**config.mk**
```make
export PLATFORM = sky130hd
export DESIGN_NAME = bw_io_impctl_updsched
export DESIGN_NICKNAME = d
export VERILOG_FILES = /design/src/rtl/bw_io_impctl_pkg.sv /design/src/rtl/bw_io_impctl_rrarb.sv /design/src/rtl/bw_io_impctl_updsched.sv
export SDC_FILE = /design/constraint.sdc
export NUM_CORES = 1
export LEC_CHECK = 0
export ABC_AREA = 1
export CAP_MARGIN = 25
export CORE_ASPECT_RATIO = 0.8
export CORE_MARGIN = 8
export CORE_UTILIZATION = 32
export DETAILED_ROUTE_END_ITERATION = 7
export DONT_BUFFER_PORTS = 1
export PLACE_DENSITY_LB_ADDON = 0.08
export REMOVE_ABC_BUFFERS = 1
export SETUP_SLACK_MARGIN = 0.05
export SYNTH_ARGS = -nofsm -noshare
export SYNTH_HDL_FRONTEND = slang
export SYNTH_SLANG_ARGS = --single-unit
```
**constraint.sdc**
```tcl
create_clock -name l2clk -period 3.7 [get_ports l2clk]
set_clock_uncertainty 0.1 [all_clocks]
set_input_delay 0.185 -clock l2clk [delete_from_list [all_inputs] [get_ports l2clk]]
set_output_delay 0.185 -clock l2clk [all_outputs]
set_load 0.01 [all_outputs]
```
**src/rtl/bw_io_impctl_pkg.sv**
```systemverilog
// bw_io_impctl_pkg: update-scheduler state encodings and round-robin index helper
package bw_io_impctl_pkg;
  typedef enum logic [2:0] {
    S_IDLE   = 3'd0,
    S_GRANT  = 3'd1,
    S_TRIG   = 3'd2,
    S_WAIT   = 3'd3,
    S_SETTLE = 3'd4,
    S_DONE   = 3'd5
  } state_t;
  function automatic int wrap_add(input int a, input int b, input int n);
    return (a + b) % n;
  endfunction
endpackage

```
**src/rtl/bw_io_impctl_rrarb.sv**
```systemverilog
// bw_io_impctl_rrarb: combinational round-robin picker, first request at/after ptr
module bw_io_impctl_rrarb
  import bw_io_impctl_pkg::*;
#(
  parameter int NREQ = 4,
  parameter int IW   = 2
) (
  input  logic [NREQ-1:0] i_req,
  input  logic [IW-1:0]   i_ptr,
  output logic [NREQ-1:0] o_pick,
  output logic [IW-1:0]   o_pick_idx
);
  logic [IW-1:0] w_i;
  always_comb begin
    o_pick_idx = '0;
    w_i = '0;
    // scan farthest offset first so the nearest request at/after ptr wins
    for (int k = NREQ - 1; k >= 0; k--) begin
      w_i = IW'(wrap_add(int'(i_ptr), k, NREQ));
      if (i_req[w_i]) o_pick_idx = w_i;
    end
    o_pick = |i_req ? NREQ'(1) << o_pick_idx : '0;
  end
endmodule

```
**src/rtl/bw_io_impctl_updsched.sv**
```systemverilog
// bw_io_impctl_updsched: round-robin scheduler of impedance-update requests onto the
// shared update-clock generator, with edge counting, settle delay and timeout abort
module bw_io_impctl_updsched
  import bw_io_impctl_pkg::*;
#(
  parameter int NREQ       = 4,
  parameter int UPD_CNT    = 2,
  parameter int SETTLE_CYC = 8,
  parameter int TMOW       = 10,
  parameter int TMO_CYC    = 1023
) (
  input  logic            l2clk,
  input  logic            reset,
  input  logic [NREQ-1:0] req,
  output logic [NREQ-1:0] gnt,
  output logic [NREQ-1:0] done,
  output logic            err,
  output logic            synced_upd_imped,
  output logic            sclk_en,
  input  logic            updclk,
  input  logic            bypass,
  output logic            busy,
  output logic            tmo_sticky
);
  localparam int IW = $clog2(NREQ);
  localparam int EW = $clog2(UPD_CNT + 1);
  state_t          r_state, w_next;
  logic [IW-1:0]   r_ptr, r_gidx, w_pick_idx;
  logic [NREQ-1:0] r_gnt, w_pick;
  logic [EW-1:0]   r_edge_cnt;
  logic [TMOW-1:0] r_tmo_cnt;
  logic [7:0]      r_set_cnt;
  logic            r_updclk_q, r_err, r_tmo_sticky;
  logic            w_edge, w_term, w_tmo;

  bw_io_impctl_rrarb #(.NREQ(NREQ), .IW(IW)) u_arb (
    .i_req      (req),
    .i_ptr      (r_ptr),
    .o_pick     (w_pick),
    .o_pick_idx (w_pick_idx)
  );

  assign w_edge = updclk & ~r_updclk_q;
  // a terminating edge takes priority over a simultaneous timeout
  assign w_term = (r_state == S_WAIT) && w_edge && (r_edge_cnt == EW'(UPD_CNT - 1));
  assign w_tmo  = (r_state == S_WAIT) && !w_term && (r_tmo_cnt == TMOW'(TMO_CYC));

  always_comb begin
    w_next = r_state;
    case (r_state)
      S_IDLE:   w_next = (|req && !bypass) ? S_GRANT : S_IDLE;
      S_GRANT:  w_next = S_TRIG;
      S_TRIG:   w_next = S_WAIT;
      S_WAIT:   w_next = w_term ? S_SETTLE : w_tmo ? S_DONE : S_WAIT;
      S_SETTLE: w_next = (r_set_cnt == 8'(SETTLE_CYC - 1)) ? S_DONE : S_SETTLE;
      default:  w_next = S_IDLE;
    endcase
    busy             = r_state != S_IDLE;
    gnt              = (busy && r_state != S_DONE) ? r_gnt : '0;
    done             = (r_state == S_DONE) ? NREQ'(1) << r_gidx : '0;
    err              = (r_state == S_DONE) && r_err;
    synced_upd_imped = r_state == S_TRIG;
    sclk_en          = r_state == S_WAIT;
    tmo_sticky       = r_tmo_sticky;
  end

  always_ff @(posedge l2clk) begin
    if (reset) begin
      r_state      <= S_IDLE;
      r_ptr        <= '0;
      r_gidx       <= '0;
      r_gnt        <= '0;
      r_edge_cnt   <= '0;
      r_tmo_cnt    <= '0;
      r_set_cnt    <= '0;
      r_updclk_q   <= 1'b0;
      r_err        <= 1'b0;
      r_tmo_sticky <= 1'b0;
    end else begin
      r_state    <= w_next;
      r_updclk_q <= updclk;
      if (r_state == S_IDLE && w_next == S_GRANT) begin
        r_gnt  <= w_pick;
        r_gidx <= w_pick_idx;
      end
      if (r_state == S_TRIG) begin
        r_edge_cnt <= '0;
        r_tmo_cnt  <= '0;
        r_err      <= 1'b0;
      end
      if (r_state == S_WAIT) begin
        if (w_edge) r_edge_cnt <= r_edge_cnt + EW'(1);
        if (!(&r_tmo_cnt)) r_tmo_cnt <= r_tmo_cnt + TMOW'(1);
        if (w_term) r_set_cnt <= '0;
        if (w_tmo) begin
          r_err        <= 1'b1;
          r_tmo_sticky <= 1'b1;
        end
      end
      if (r_state == S_SETTLE) r_set_cnt <= r_set_cnt + 8'd1;
      if (r_state == S_DONE) r_ptr <= IW'(wrap_add(int'(r_gidx), 1, NREQ));
    end
  end
endmodule
```
==> metrics, run 1 <==
status complete, no violations; residual overflow from global routing 0; post-synthesis sequential area ratio 0.3615; largest cells by area after synthesis sky130_fd_sc_hd__dfxtp_1 36%, sky130_fd_sc_hd__nand2_1 14%, sky130_fd_sc_hd__inv_1 9.8%; maximum number of pins on one net before global-route repair 21; Core Area 5787 sq um; dominant cell type by area after synthesis sky130_fd_sc_hd__dfxtp_1; number of antenna repair diodes 0; maximum fanout encountered on the critical timing path 8; number of distinct library cells after synthesis 27; worst-case headroom to the max-slew limit 0.4144; clock insertion delay at the later pin of the skew report 0.28 ns; routability-driven placement congestion ratio 0.8217; Hold Violations, Final 0; highest clock rate 546.7 MHz; post-CTS clock slew at the launch and capture registers of the worst setup and hold paths 0.07 ns; Final Critical Period 1.829 ns; part of the cycle the worst path needs 0.4944; count of state elements after synthesis 34; die height 84.61 um; number of buffers added on ports 0; via count of the first global-routing pass 1632; wire length on met2 1.837 mm; area growth from synthesis to layout 10.17%; count of clock tree sinks 34; Total Nets Final 307; die area 8610 sq um; worst hold margin 0.08206 ns; CTS tree yes; post-layout util 0.3585; most used cells in the layout excluding fill and tap cells 68 x sky130_fd_sc_hd__nand2_1, 49 x sky130_fd_sc_hd__inv_1, 34 x sky130_fd_sc_hd__dfxtp_1; area fraction of the dominant cell type after synthesis 0.3615; chip width 101.8 um; mapped cell area 1883 sq um; initial antenna violation count 0; sum of routed wire segments on met1 2.357 mm; RSZ-0062 raised after global routing no; Final Total Pwr 0.7478 mW; setup violation total in the final timing report 0; classification of the worst-slack hold path in -> reg; clock buffer count from CTS 5; depth of the most critical reg-to-reg path 6; leakage power total 0.8380 nW; global-route wire length before repair 7.576 mm; row count 25; required time at the endpoint of the critical path 3.41 ns; CP Capture Type output port; total number of vias 1685; max-slew violation count 0; areal power density over the cells 360.5 nW/um^2; Antenna Violating Nets Remaining 0; peak ir drop on the vdd network 167.5 uV; cell depth of the worst min-delay path 3; combined global-route utilization of all metal layers 0.1100; Via density 4.505; ratio of cells with drive above 1 in the final layout 0.07167; maximum root-to-sink buffer count 2; met3 WL post-DR 211 um; total negative slack 0 ns; mean post-synth cell area 6.538 sq um; data arrival time at the worst-slack endpoint 1.54 ns; gate count after technology mapping 288; number of cells upsized or downsized after cts 0; CTS H-Tree Depth 2; pin slew with the least headroom to its limit 0.8756 ns; crit start category flop; buffer cell driving the clock tree root sky130_fd_sc_hd__clkbuf_8; highest routing layer actually used met4; most common library cell in the layout ignoring fill and taps sky130_fd_sc_hd__nand2_1; number of placed instances, taps included 364; Wirelength per Cell 11.83 um; DRC violation count after routing 0; CP Class reg -> out; number of iterations in the first detailed-routing pass 4; routed wire length 4.424 mm; DRC marker count from the first detailed-route iteration 125; Max Cap Violations 0; number of synthesis warnings 0; effective utilization at floorplan 0.3254; IO Count 21; post-detailed-placement half-perimeter wirelength 3.257 mm; number of cells in the finished layout apart from fillers 374
critical path, stage by stage, from the launching register on:
cell and delay (ns):
sky130_fd_sc_hd__dfxtp_1 0.36, sky130_fd_sc_hd__inv_1 0.06, sky130_fd_sc_hd__nor3_1 0.29, sky130_fd_sc_hd__inv_1 0.22, sky130_fd_sc_hd__nand2_1 0.21, sky130_fd_sc_hd__nor2_1 0.12
kinds of logic after synthesis:
logic type,Yosys count,synth area share
simple gates,141,0.3395
buf+inv,56,0.1143
compound gates,49,0.1336
flops,34,0.3615
fa+ha+maj,7,0.04651
xor+xnor,1,0.004652
power by group:
part           internal (mW)  switching [mW]  total [mW]
clock                  0.150           0.136       0.286
combinational         0.0218          0.0553      0.0770
sequential             0.376         0.00884       0.385
total                  0.548           0.200       0.748
final timing paths:
| check | slack (ns) | startpoint | to |
|---|---|---|---|
| setup / recovery | 1.87 | r_state[0] | gnt[1] |
| hold / removal | 0.08 | bypass | r_gnt[2] |
| setup reg to reg | 1.91 | r_state[1] | r_gidx[1] |
| hold reg to reg | 0.37 | r_gnt[2] | r_gnt[2] |
registers in the layout, summed over array words and instances, names as in the netlist:
register / count
r_gidx: 2
r_ptr: 2
r_err: 1
r_set_cnt: 8
r_edge_cnt: 2
r_gnt: 4
r_tmo_cnt: 10
r_updclk_q: 1
r_state: 3
tmo_sticky: 1
area by class of cell:
type,instances,area [sq um]
Timing Repair Buffer,2,20.02
Fill cell,633,3712
Sequential cell,34,680.7
Multi-Input combinational cell,198,987.2
Clock inverter,1,5.005
Inverter,51,193.9
Clock buffer,7,86.33
Tap cell,81,101.3
synthesized netlist by cell type:
library cell               count
sky130_fd_sc_hd__inv_4         1
sky130_fd_sc_hd__o21ai_1       2
sky130_fd_sc_hd__a31oi_1       2
sky130_fd_sc_hd__ha_1          7
sky130_fd_sc_hd__xor2_1        1
sky130_fd_sc_hd__nor4_1        3
sky130_fd_sc_hd__inv_1        49
sky130_fd_sc_hd__nor2_1       28
sky130_fd_sc_hd__nand2_4       1
sky130_fd_sc_hd__a31o_2        1
sky130_fd_sc_hd__a21oi_1      25
sky130_fd_sc_hd__clkbuf_1      3
sky130_fd_sc_hd__o21ai_0      19
sky130_fd_sc_hd__nor2_4        1
sky130_fd_sc_hd__nand2_2       3
sky130_fd_sc_hd__buf_2         2
sky130_fd_sc_hd__inv_2         1
sky130_fd_sc_hd__nand2_1      68
sky130_fd_sc_hd__nor3_2        1
sky130_fd_sc_hd__nor3_4        1
sky130_fd_sc_hd__nor3_1        3
sky130_fd_sc_hd__nand3_1      21
sky130_fd_sc_hd__nand3_2       1
sky130_fd_sc_hd__or2_2         1
sky130_fd_sc_hd__nand4_1       7
sky130_fd_sc_hd__dfxtp_1      34
sky130_fd_sc_hd__nor2_2        2
stage by stage:
| stage | instance area, sq um | setup WS, ns |
|---|---|---|
| floorplan | 1862 | 2.189 |
| global placement | 1963 | 1.889 |
| detailed placement | 1963 | 1.905 |
| CTS | 2074 | 1.829 |
| global route | 2074 | 1.694 |
| finish | 2074 | 1.871 |
layer usage:
layer / GRT usage / vias up
met5: 0 / -
met2: 0.1702 / 20
li1: - / 931
met3: 0.03388 / 2
met4: 0.02429 / 0
met1: 0.1442 / 732
what timing repair did:
| item | CTS | global route |
|---|---|---|
| hold buffers | 2 | 0 |
| setup buffers | 0 | 0 |
| hold endpoints to repair | 20 | 0 |
Note: power is estimated with default switching activity, not from simulation.
==> inputs of run 2 (changes only) <==
- clock period: 3.7 -> 1.5 ns (I/O delays scaled with it)
==> run 2 against run 1 <==
  * The run now ends with negative hold slack, negative setup slack left
  * Final area rose by 25%
  * Global-route usage is 0.59 points higher
  * Worst setup slack worse by 1.9 ns
  * Sequential power rose by 150%
  * Wire length grew 11%
  * Die area unchanged
  * First-iteration DRC count shrank 45%
  * Critical path type is now reg -> reg
  * Largest cell class unchanged
==> metrics, run 2 (synthesis results as in run 1) <==
Max Cap Violations 0; classification of the worst-slack hold path in -> reg; residual overflow from global routing 0; DRC violation count after routing 0; CTS H-Tree Depth 2; initial antenna violation count 0; part of the cycle the worst path needs 1.038; highest clock rate 642.3 MHz; maximum number of pins on one net before global-route repair 22; sum of routed wire segments on met1 2.325 mm; Post-DP Area 2166 sq um; total negative slack -0.1392 ns; PnR worst setup slack -0.05696 ns; Hold Violations, Final 19; largest registers r_tmo_cnt (10), r_set_cnt (8), r_gnt (4); worst path buffer plus inverter count 3; pin slew with the least headroom to its limit 0.4792 ns; routed wire length 4.922 mm; DRC marker count from the first detailed-route iteration 69; IO Count 21; clock insertion delay at the later pin of the skew report 0.28 ns; highest routing layer actually used met4; peak ir drop on the vdd network 384.6 uV; most used cells in the layout excluding fill and tap cells 52 x sky130_fd_sc_hd__nand2_1, 38 x sky130_fd_sc_hd__inv_1, 35 x sky130_fd_sc_hd__buf_4; hold buffer count at CTS 1; number of iterations in the first detailed-routing pass 4; register name with the most flops r_tmo_cnt; crit start category flop; series of cell instances along the critical path ha_4, nand2_2, inv_2, nand2_4, nor3_4, nand3_2, buf_4, nor2_4, inv_2, a31oi_1; global-route wire length before repair 7.928 mm; summed area of non-filler cells in the final layout 2586 sq um; area growth from synthesis to layout 37.34%; maximum root-to-sink buffer count 2; number of antenna repair diodes 0; areal power density over the cells 750.0 nW/um^2; kind of cell with the highest combined delay on the critical path simple AND/OR/NAND/NOR gates; required time at the endpoint of the critical path 1.61 ns; most used cell along the critical path sky130_fd_sc_hd__inv_2; chip width 101.8 um; clock buffer count from CTS 5; worst-case headroom to the max-slew limit 0.6802; CTS tree yes; violations in the final reports negative hold slack, negative setup slack; combined global-route utilization of all metal layers 0.1159; ratio of cells with drive above 1 in the final layout 0.3659; max-slew violation count 0; CP Capture Type flop; post-detailed-placement half-perimeter wirelength 3.411 mm; worst hold margin -0.2500 ns; post-CTS clock slew at the launch and capture registers of the worst setup and hold paths 0.07 ns; Wirelength per Cell 12.03 um; Antenna Violating Nets Remaining 0; routability-driven placement congestion ratio 0.7619; cell with the biggest individual delay on the critical path sky130_fd_sc_hd__dfxtp_2; Core Area 5787 sq um; post-layout util 0.4469; status finished, violations left; buffer cell driving the clock tree root sky130_fd_sc_hd__clkbuf_8; setup violation total in the final timing report 7; total number of vias 1872; effective utilization at floorplan 0.3254; filler cell count in the final layout 594; row count 25; RSZ-0062 raised after global routing yes; Final Total Pwr 1.940 mW; leakage power total 1.061 nW; via count of the first global-routing pass 1766; Total Nets Final 344; longest individual stage delay on the worst path 0.35 ns; data arrival time at the worst-slack endpoint 1.67 ns; count of clock tree sinks 34; number of flip-flops under the largest register name 10; number of cells in the finished layout apart from fillers 409; Final Critical Period 1.557 ns; CP Class reg -> reg; number of buffers added on ports 0; Via density 4.577; die height 84.61 um; die area 8610 sq um; wire length on met2 2.266 mm; met3 WL post-DR 235 um; most common library cell in the layout ignoring fill and taps sky130_fd_sc_hd__nand2_1; maximum fanout encountered on the critical timing path 3; pre-CTS worst setup slack -0.06606 ns; number of placed instances, taps included 391
==> run 2: changes by cell type in the layout (fill, tap and decap cells not counted), moves of 4 or more <==
cell	change
sky130_fd_sc_hd__inv_1	-11
sky130_fd_sc_hd__nor2_2	+4
sky130_fd_sc_hd__dfxtp_1	-8
sky130_fd_sc_hd__o21ai_0	-4
sky130_fd_sc_hd__nand3_1	-7
sky130_fd_sc_hd__nand2_2	+13
sky130_fd_sc_hd__buf_4	+35
sky130_fd_sc_hd__nor2_1	-11
sky130_fd_sc_hd__inv_2	+9
sky130_fd_sc_hd__nand2_1	-16
sky130_fd_sc_hd__dfxtp_2	+6
sky130_fd_sc_hd__nand3_2	+7
sky130_fd_sc_hd__nor2_4	+7
==> run 2: report_power, final <==
part / total [mW] / switching (mW) / leakage, nW / internal, mW
clock: 0.683 / 0.329 / 0.0431 / 0.354
sequential: 0.946 / 0.0202 / 0.280 / 0.926
combinational: 0.310 / 0.182 / 0.739 / 0.128
==> run 2: what timing repair did <==
item / in CTS / in global routing
resized for setup: 28 / 59
setup buffers: 5 / 8
hold endpoints to repair: 20 / 19
pin swaps: 7 / 17
setup endpoints to repair: 26 / 34
==> run 2: final timing paths <==
check / slack [ns] / cells past startpoint / endpoint / start
worst max-delay path: -0.06 / 10 / r_state[2] / r_tmo_cnt[0]
worst min-delay path: -0.25 / 1 / r_err / reset
worst max register to register: -0.06 / 10 / r_state[2] / r_tmo_cnt[0]
worst min register to register: 0.36 / 2 / r_gnt[0] / r_gnt[0]
==> run 2: area by class of cell <==
type | instances | area [sq um] | share of cell area
Multi-Input combinational cell | 198 | 1199 | 0.4635
Sequential cell | 34 | 695.7 | 0.2690
Timing Repair Buffer | 39 | 306.5 | 0.1185
Inverter | 51 | 201.4 | 0.07789
Tap cell | 81 | 101.3 | 0.03919
Clock buffer | 6 | 82.58 | 0.03193
==> run 2: layer usage <==
layer,GRT usage,up-vias
met5,0,-
met4,0.05263,0
met3,0.03388,8
met2,0.1856,36
met1,0.1384,822
li1,-,1006
==> inputs of run 3 (changes only) <==
- ABC_AREA: 1 -> default
==> run 3 against run 2 <==
  * The run ends with negative setup slack left
  * Critical path type unchanged
  * Combinational power up 16%
  * Worst setup slack lost 0.23 ns
  * Critical path depth shrank 4
  * Via count is 3.6% lower
  * Worst hold slack gained 0.27 ns
==> metrics, run 3 <==
worst path buffer plus inverter count 0; peak ir drop on the vdd network 473.3 uV; mean post-synth cell area 8.110 sq um; pin slew with the least headroom to its limit 0.4737 ns; buffer cell driving the clock tree root sky130_fd_sc_hd__clkbuf_8; Antenna Violating Nets Remaining 0; areal power density over the cells 691.3 nW/um^2; depth of the most critical reg-to-reg path 6; combinational share of power 0.185; worst-case headroom to the max-slew limit 0.6813; fraction of registers with async set or reset after synthesis 0; area fraction of the dominant cell type after synthesis 0.3747; worst r2r dst r_tmo_cnt[2]; DRC marker count from the first detailed-route iteration 84; gate count after technology mapping 224; number of cells in the finished layout apart from fillers 352; filler cell count in the final layout 522; status finished, violations left; via count of the first global-routing pass 1820; highest clock rate 559.4 MHz; CP Capture Type flop; largest registers r_tmo_cnt (10), r_set_cnt (8), r_gnt (4); mapped cell area 1817 sq um; post-synthesis sequential area ratio 0.3747; Worst R2R Start r_tmo_cnt[1]; die area 8360 sq um; classification of the worst-slack hold path in -> reg; Final Total Pwr 1.947 mW; leakage power total 1.063 nW; Total Nets Final 289; required time at the endpoint of the critical path 1.63 ns; post-detailed-placement half-perimeter wirelength 3.508 mm; Core Area 5465 sq um; data arrival time at the worst-slack endpoint 1.92 ns; cell internal pwr 1.410 mW; number of placed instances, taps included 328; clock buffer count from CTS 5; worst hold margin 0.01610 ns; number of synthesized flops with an enable pin 0; area growth from synthesis to layout 55.03%; CP Class reg -> reg; row count 24; PnR worst setup slack -0.2875 ns; Hold Violations, Final 0; maximum root-to-sink buffer count 2; destination of the critical timing path r_tmo_cnt[2]; Clock power frac 0.335; Max Cap Violations 0; die height 83.40 um; Wirelength per Cell 15.13 um; effective utilization at floorplan 0.3324; RSZ-0062 raised after global routing yes; post-CTS clock slew at the launch and capture registers of the worst setup and hold paths 0.07 ns; CTS tree yes; number of distinct library cells after synthesis 47; critical path launch point r_tmo_cnt[1]; part of the cycle the worst path needs 1.192; max-slew violation count 0; kind of cell with the highest combined delay on the critical path simple AND/OR/NAND/NOR gates; IO Count 21; Sequential cell area 691.9 sq um; number of flip-flops under the largest register name 10; most used cells in the layout excluding fill and tap cells 33 x sky130_fd_sc_hd__buf_4, 25 x sky130_fd_sc_hd__dfxtp_1, 16 x sky130_fd_sc_hd__nor2_1; maximum fanout encountered on the critical timing path 5; total negative slack -3.650 ns; count of clock tree sinks 34; routed wire length 5.324 mm; CTS H-Tree Depth 2; series of cell instances along the critical path ha_4, nand3_2, or4_4, and2_4, a2111oi_4, a31o_1; count of state elements after synthesis 34; worst reg2reg setup slack -0.29 ns; register name with the most flops r_tmo_cnt; number of synthesis warnings 0; part of the total power dissipated in sequential elements 0.480; routability-driven placement congestion ratio 0.8146; cell with the biggest individual delay on the critical path sky130_fd_sc_hd__or4_4; dominant cell type by area after synthesis sky130_fd_sc_hd__dfxtp_1; P_sw 0.5366 mW; initial antenna violation count 0; global-route wire length before repair 8.431 mm; number of antenna repair diodes 0; number of buffers added on ports 0; largest cells by area after synthesis sky130_fd_sc_hd__dfxtp_1 37%, sky130_fd_sc_hd__a21oi_1 5.2%, sky130_fd_sc_hd__ha_1 4.8%; post-layout util 0.5153; violations in the final reports negative setup slack; maximum number of pins on one net before global-route repair 37; residual overflow from global routing 0; most common library cell in the layout ignoring fill and taps sky130_fd_sc_hd__buf_4; number of iterations in the first detailed-routing pass 4; setup violation total in the final timing report 27; total number of vias 1805; predominant post-synthesis flop cell sky130_fd_sc_hd__dfxtp_1; combined global-route utilization of all metal layers 0.1245; instance count on the critical path 6; area taken by multi-input logic gates 1416 sq um; count leader, synth sky130_fd_sc_hd__dfxtp_1; top cells by instance count after synthesis 34 x sky130_fd_sc_hd__dfxtp_1, 22 x sky130_fd_sc_hd__nor2_1, 20 x sky130_fd_sc_hd__nand2_1, 19 x sky130_fd_sc_hd__a21oi_1, 13 x sky130_fd_sc_hd__nand3_1; ratio of cells with drive above 1 in the final layout 0.5109; switching portion of total power 0.2756; longest individual stage delay on the worst path 0.47 ns; clock insertion delay at the later pin of the skew report 0.29 ns; Via density 5.128; Final Critical Period 1.788 ns; DRC violation count after routing 0; chip width 100.2 um; crit start category flop
## run 3: power by group through the flow
| stage | clock network, mW | registers (mW) | logic (mW) |
|---|---|---|---|
| floorplan | 0 | 0.955 | 0.111 |
| global placement | 0 | 0.947 | 0.209 |
| detailed placement | 0 | 0.948 | 0.214 |
| CTS | 0.666 | 0.931 | 0.292 |
| global route | 0.714 | 0.937 | 0.390 |
| finish | 0.652 | 0.935 | 0.360 |
## run 3: cells by family after synthesis
family	Yosys count	share of synthesized area
DFF	34	0.3747
and+or+nand+nor	106	0.3058
adders and majority gates	7	0.04821
buffers and inverters	21	0.04821
muxes	5	0.02893
xor gates and xnor gates	2	0.009644
AOI/OAI and AO/OA	49	0.1846
## run 3: area by class of cell
type                    instances  area share
multi-input cells             169      0.5029
inverters                      10     0.01333
clock inverters                 2    0.003554
clock buffers                   5     0.02443
flip-flops and latches         34      0.2457
repair buffers                 54      0.1755
well taps                      78     0.03465
## run 3: worst min path at each step
stage	startpoint	to	slack, ns	depth (start not counted)
finish	bypass	r_gnt[2]	0.02	4
global placement	reset	r_gnt[1]	0.05	1
global route	bypass	r_gnt[3]	0.02	4
CTS	reset	r_tmo_cnt[7]	0.005	2
floorplan	reset	r_gnt[1]	0.04	1
detailed placement	reset	r_gnt[1]	0.05	1
## run 3: per-layer routing
| layer | track usage | part of all wire | routed length, um |
|---|---|---|---|
| met1 | 0.1495 | 0.45 | 2416 |
| met2 | 0.2037 | 0.49 | 2600 |
| met3 | 0.03583 | 0.041 | 218 |
| met4 | 0.04658 | 0.017 | 89 |
| met5 | 0 | 0 | 0 |
## run 3: worst min-delay path, delay by kind of cell
| family | cells | cell delay (ns) |
|---|---|---|
| buffers and inverters | 1 | 0.14 |
| AOI/OAI and AO/OA | 1 | 0.05 |
| and+or+nand+nor | 2 | 0.08 |
## run 3: stage by stage
step	setup slack, ns	area (sq um)
after detailed placement	-0.3857	2142
after global routing	-0.3593	2816
final	-0.2875	2816
after global placement	-0.3410	2142
after floorplan	-0.5220	1767
after CTS	-0.3817	2479
## run 3: repair_timing
| action | 4_1_cts | 5_1_grt |
|---|---|---|
| setup endpoints to repair | 39 | 41 |
| hold endpoints to repair | 34 | 1 |
| resized for setup | 44 | 69 |
| hold buffers | 6 | 1 |
| setup buffers | 4 | 7 |
| pin swaps | 18 | 29 |
